## config.mk

```make
export PLATFORM = sky130hd
export DESIGN_NAME = d_branch_ctrl
export DESIGN_NICKNAME = d
export VERILOG_FILES = /design/src/rtl/d_branch_pkg.sv /design/src/rtl/d_branch_ctrl_sat_counter.sv /design/src/rtl/d_branch_ctrl.sv
export SDC_FILE = /design/constraint.sdc
export NUM_CORES = 1
export LEC_CHECK = 0
export CAP_MARGIN = 0
export CORE_ASPECT_RATIO = 1.4
export CORE_MARGIN = 10
export CORE_UTILIZATION = 51
export DETAILED_ROUTE_END_ITERATION = 7
export GPL_TIMING_DRIVEN = 0
export PLACE_DENSITY_LB_ADDON = 0.12
export REMOVE_ABC_BUFFERS = 1
export SKIP_LAST_GASP = 1
export SYNTH_ARGS = -nofsm -noshare
export SYNTH_HDL_FRONTEND = slang
export SYNTH_SLANG_ARGS = --single-unit
export TNS_END_PERCENT = 5
```

## constraint.sdc

```tcl
create_clock -name clk -period 6.12 [get_ports clk]
set_clock_uncertainty 0.05 [all_clocks]
set_input_delay 1.224 -clock clk [delete_from_list [all_inputs] [get_ports clk]]
set_output_delay 1.224 -clock clk [all_outputs]
set_load 0.005 [all_outputs]
```

## src/rtl/d_branch_pkg.sv

```systemverilog
// Shared definitions for the D-stage branch controller: op encodings,
// FSM state type, PC increment and the branch target function.
package d_branch_pkg;

    localparam logic [2:0] BR_NONE = 3'd0;
    localparam logic [2:0] BR_BEQ  = 3'd1;
    localparam logic [2:0] BR_BNE  = 3'd2;
    localparam logic [2:0] BR_J    = 3'd3;
    localparam logic [2:0] BR_JAL  = 3'd4;
    localparam logic [2:0] BR_JR   = 3'd5;

    localparam logic [31:0] PC_INC = 32'd4;

    typedef enum logic {
        ST_IDLE = 1'b0,
        ST_WAIT = 1'b1
    } state_e;

    // Next-PC target for a taken branch; all arithmetic wraps mod 2^32.
    function automatic logic [31:0] branch_target(
        input logic [2:0]  op,
        input logic [31:0] pc,
        input logic [15:0] imm16,
        input logic [25:0] index26,
        input logic [31:0] rs_data
    );
        logic [31:0] pc4;
        logic signed [31:0] offs;
        pc4  = pc + PC_INC;
        offs = $signed({{14{imm16[15]}}, imm16, 2'b00});
        case (op)
            BR_J, BR_JAL: branch_target = {pc4[31:28], index26, 2'b00};
            BR_JR:        branch_target = rs_data;
            default:      branch_target = pc4 + $unsigned(offs);
        endcase
    endfunction

endpackage

```

## src/rtl/d_branch_ctrl_sat_counter.sv

```systemverilog
// Saturating up-counter with synchronous clear; holds at all-ones.
module sat_counter #(
    parameter int W = 16
) (
    input  logic         clk,
    input  logic         clear,
    input  logic         inc,
    output logic [W-1:0] count
);

    logic [W-1:0] count_q;
    logic [W-1:0] count_d;

    // Increment unless already at the maximum value.
    always_comb begin
        count_d = count_q;
        if (inc && (count_q != {W{1'b1}})) begin
            count_d = count_q + 1'b1;
        end
    end

    // Count register; clear has priority.
    always_ff @(posedge clk) begin
        if (clear) begin
            count_q <= '0;
        end else begin
            count_q <= count_d;
        end
    end

    assign count = count_q;

endmodule

```

## src/rtl/d_branch_ctrl.sv

```systemverilog
// D-stage branch controller: waits for forwarded operands, drives the
// comparator enables, schedules a registered next-PC redirect, and keeps
// a stall watchdog plus taken/stall statistics.
module d_branch_ctrl
    import d_branch_pkg::*;
#(
    parameter int CNT_W    = 16,
    parameter int WAIT_MAX = 3
) (
    input  logic             clk,
    input  logic             reset,
    input  logic [2:0]       br_op,
    input  logic             rs_ready,
    input  logic             rt_ready,
    input  logic             D_kill,
    input  logic [31:0]      D_pc,
    input  logic [15:0]      imm16,
    input  logic [25:0]      index26,
    input  logic [31:0]      rs_data,
    input  logic             cmp_judge,
    output logic             cmp_beq,
    output logic             cmp_bne,
    output logic             stall,
    output logic             redirect_valid,
    output logic [31:0]      redirect_pc,
    output logic             timeout,
    output logic [CNT_W-1:0] taken_cnt,
    output logic [CNT_W-1:0] stall_cnt
);

    localparam int WC_W = (WAIT_MAX < 1) ? 1 : $clog2(WAIT_MAX + 1);
    localparam logic [WC_W-1:0] WAIT_LIM = WC_W'(WAIT_MAX);

    state_e          state_q, state_d;
    logic [WC_W-1:0] wait_q, wait_d;
    logic            redirect_valid_q, redirect_valid_d;
    logic [31:0]     redirect_pc_q, redirect_pc_d;
    logic            timeout_q, timeout_d;

    logic is_cond, is_br, ready, resolve, taken, redir_set;

    // Decode the op and check its operand need-set (6/7 count as none).
    always_comb begin
        is_cond = (br_op == BR_BEQ) || (br_op == BR_BNE);
        is_br   = is_cond || (br_op == BR_J) || (br_op == BR_JAL) || (br_op == BR_JR);
        ready   = (!(is_cond || (br_op == BR_JR)) || rs_ready) && (!is_cond || rt_ready);
        taken   = is_cond ? cmp_judge : is_br;
    end

    // Next-state, combinational outputs and registered-output updates.
    always_comb begin
        state_d   = state_q;
        wait_d    = wait_q;
        stall     = 1'b0;
        cmp_beq   = 1'b0;
        cmp_bne   = 1'b0;
        resolve   = 1'b0;
        redir_set = 1'b0;
        timeout_d = timeout_q;
        if (reset || D_kill) begin
            state_d = ST_IDLE;
            wait_d  = '0;
        end else begin
            unique case (state_q)
                ST_IDLE: begin
                    if (is_br) begin
                        if (ready) begin
                            resolve = 1'b1;
                        end else begin
                            stall   = 1'b1;
                            state_d = ST_WAIT;
                            wait_d  = WC_W'(1);
                        end
                    end
                end
                ST_WAIT: begin
                    if (ready) begin
                        resolve = 1'b1;
                        state_d = ST_IDLE;
                        wait_d  = '0;
                    end else if (wait_q == WAIT_LIM) begin
                        state_d   = ST_IDLE;
                        wait_d    = '0;
                        timeout_d = 1'b1;
                    end else begin
                        stall  = 1'b1;
                        wait_d = wait_q + 1'b1;
                    end
                end
                default: begin
                    state_d = ST_IDLE;
                    wait_d  = '0;
                end
            endcase
            if (resolve) begin
                cmp_beq   = (br_op == BR_BEQ);
                cmp_bne   = (br_op == BR_BNE);
                redir_set = is_br && taken;
            end
        end
        redirect_valid_d = redir_set;
        redirect_pc_d    = redir_set ? branch_target(br_op, D_pc, imm16, index26, rs_data)
                                     : redirect_pc_q;
    end

    // State and registered outputs.
    always_ff @(posedge clk) begin
        if (reset) begin
            state_q          <= ST_IDLE;
            wait_q           <= '0;
            redirect_valid_q <= 1'b0;
            redirect_pc_q    <= '0;
            timeout_q        <= 1'b0;
        end else begin
            state_q          <= state_d;
            wait_q           <= wait_d;
            redirect_valid_q <= redirect_valid_d;
            redirect_pc_q    <= redirect_pc_d;
            timeout_q        <= timeout_d;
        end
    end

    assign redirect_valid = redirect_valid_q;
    assign redirect_pc    = redirect_pc_q;
    assign timeout        = timeout_q;

    sat_counter #(.W(CNT_W)) u_taken_cnt (
        .clk   (clk),
        .clear (reset),
        .inc   (redir_set),
        .count (taken_cnt)
    );

    sat_counter #(.W(CNT_W)) u_stall_cnt (
        .clk   (clk),
        .clear (reset),
        .inc   (stall),
        .count (stall_cnt)
    );

endmodule

```

==> qor.yml, run 1 <==
outcome: "completed"
fp.dieW_um: 107.9
final_period_minus_worst_setup_slack_ns: 5.208
post_route_core_utilization: 0.7362
tritoncts_clock_tree: "yes"
die_area_sq_um: 15440
route.vias.total: 6097
post_cts_buffers: 0
holdPathStages: 2
design.portCount: 184
post_synth_main_area_contributors: "dfxtp_1, ha_1, xnor2_1"
grt_antenna_before_repair: 0
timing_worst_setup_path_type: "input port to primary output"
via_per_inst: 6.067
grtUsageMet2: 0.4213
asyncSetResetFlopFracSynth: 0
numCtsBuffers: 9
setup_viol: 0
critical_path_peak_fanout: 18
reg2reg_depth: 8
start_util: 0.5278
dp_hpwl_um: 15050
cts.sink_count: 69
num_rows: 44
clock_tree.root_cell: "clkbuf_16"
ff2ff_setup_slack_ns: 3.08
drt_iter0_markers: 309
worstSetupEndpointType: "primary output"
path_clk_slew_ns: 0.05
grt_setup_unrepaired: "no"
worst_slew_margin_rel: 0.1655
cts_hold_repair.buffers: 0
worst_skew_pair.late_latency_ns: 0.33
layout-drive-gt1-share: 0.05190
seq_area_frac_synth: 0.2502
cts_buffer_depth: 2
synth_largest_area_cell: "dfxtp_1"
antenna_cells_inserted: 0
die-height_um: 143.1
clock.fmax_mhz: 192.0
synth_edf_count: 0
floorplan.core_area_sq_um: 10460
syn-cell-area_sq_um: 5520
ctsHtreeMaxLevel: 3
critPathLaunchType: "input port"
timing.final.crit_share: 0.8511
critical_path_arrival_ns: 3.93
area.growth.synth_to_final_pct: 39.51
grt_util_all_layers: 0.2341
postSynthAreaPerCell_sq_um: 7.909
grt_pass1_vias: 5906
grt_overflow_total: 0
wl_um: 18730
routedWlPerCell_um: 18.63
fin_nets: 1015
hold_class: "register to register"
port_buffers: 183
drc: 0
vdd_ir_drop_max_mv: 0.1078
grt_first_pass_wirelength_um: 29490
tightestPinTransition_ns: 1.252
largest_net_degree_at_the_start_of_global_routing: 50
p_per_area_nw_per_um2: 183.2
synth-seq-cells: 69
static-leakage-power_uw: 0.002817
final_slew_violations: 0
ys.flop_type: "dfxtp_1"
worst_ep_required_time_ns: 4.85
netlist_instances: 698
netlist.area_leader.share: 0.2502
drv.max_cap_violation_count: 0
gp_congestion: 0.9071
place_worst_setup_slack_ns: 0.7213
hold_ws_ns: 0.4389
firstDrtPassIters: 5
synth_cell_types: 76
hold_violations: 0
gr-usage-met1: 0.2640
drtAntennaViolNets: 0
total_power_uw: 1411
globalRouteMet3Util: 0.03919
yosys_warnings: 0
layout_setup_ws_ns: 0.9115
cts-resized-gates: 0
globalRoute.busiestLayer: "met2"
[through the flow]
| stage | TNS (ns) | std cells | instance area [sq um] |
|---|---|---|---|
| 2_1_floorplan | 0 | 666 | 5355 |
| 3_3_place_gp | -7.909 | 987 | 7360 |
| 3_5_place_dp | 0 | 990 | 7411 |
| 4_1_cts | 0 | 1005 | 7701 |
| 5_1_grt | 0 | 1005 | 7701 |
| 6_report | 0 | 1005 | 7701 |
[routing by layer]
metal,routed length (um),share of wire
met4,614,0.033
met5,0,0
met1,7631,0.41
met2,9476,0.51
met3,1003,0.054
[cell usage in the layout (no fill, tap or decap), drive strengths merged, types with 14 or more instances in the layout]
| cell type | instances |
|---|---|
| a222oi | 14 |
| xnor2 | 45 |
| dfxtp | 69 |
| nand3 | 31 |
| nand4 | 21 |
| nor3 | 19 |
| o21ai | 26 |
| ha | 36 |
| clkdlybuf4s50 | 182 |
| a211oi | 30 |
| xor2 | 28 |
| inv | 18 |
| nand2 | 50 |
| a21oi | 46 |
| nor2 | 89 |
[synth_stat cells (all sizes together) (6+ instances only)]
cell type and number:
a21o 13, nor3 19, o21bai 6, buf 8, a21oi 46, a221oi 13, nand4 21, inv 18
or3 8, a222oi 14, nor2 89, nor4 8, ha 36, xnor2 45, and3 10, nand2 50
a211oi 30, or2 6, and2 8, mux2i 6, and4 6, a31oi 6, dfxtp 69, xor2 28
clkbuf 23, o21a 6, nand3 31, o21ai 26
[cell type report]
cell class                 instances  area (sq um)
inverter                          18         67.56
tap                              138         172.7
multi-input combinational        579          3913
timing repair buffer             186          1877
sequential                        69          1381
clock buffer                       9         225.2
fill                             821          2759
clock inverter                     6         65.06
[power by group]
group	leakage (uW)	internal, uW	switching, uW	total (uW)
logic	0.00212	211	217	428
clock network	0.000141	313	200	513
registers	0.000559	462	7.61	470
[state kept, by name, indices dropped and copies added (netlist names)]
| name | count |
|---|---|
| redirect_pc | 32 |
| u_stall_cnt.count | 16 |
| u_taken_cnt.count | 16 |
| wait_q | 2 |
| redirect_valid | 1 |
| state_q | 1 |
| timeout | 1 |
[final timing paths]
kind                               start         endpoint
worst max-delay path            br_op[0]          cmp_bne
worst min-delay path             timeout          timeout
worst max register to register   state_q  redirect_pc[28]
worst min register to register   timeout          timeout
[critical path, stage by stage]
cell             delay, ns
clkdlybuf4s50_1       0.80
inv_1                 0.30
a211o_1               0.20
nand2_1               0.18
or2_2                 0.36
nor4b_1               0.28
clkdlybuf4s50_1       0.57
[cells by family (layout without fill, tap and decap cells)]
group                      count (synthesis)  after routing  share of synthesized area
AOI/OAI and AO/OA                        192            192                     0.2486
adders and majority gates                 37             37                    0.08522
muxes                                      6              6                    0.01088
xor gates and xnor gates                  73             73                     0.1158
DFF                                       69             69                     0.2502
and+or+nand+nor                          271            271                     0.2471
buffers and inverters                     50            219                    0.04216
No activity file was read; power rests on OpenSTA's default activity.
==> run 2: changes to the inputs <==
ABC_CLOCK_PERIOD_IN_PS = 6120   (was not set)
==> results of run 2 <==
Final layout, timing and power as in run 1 (identical DEF).
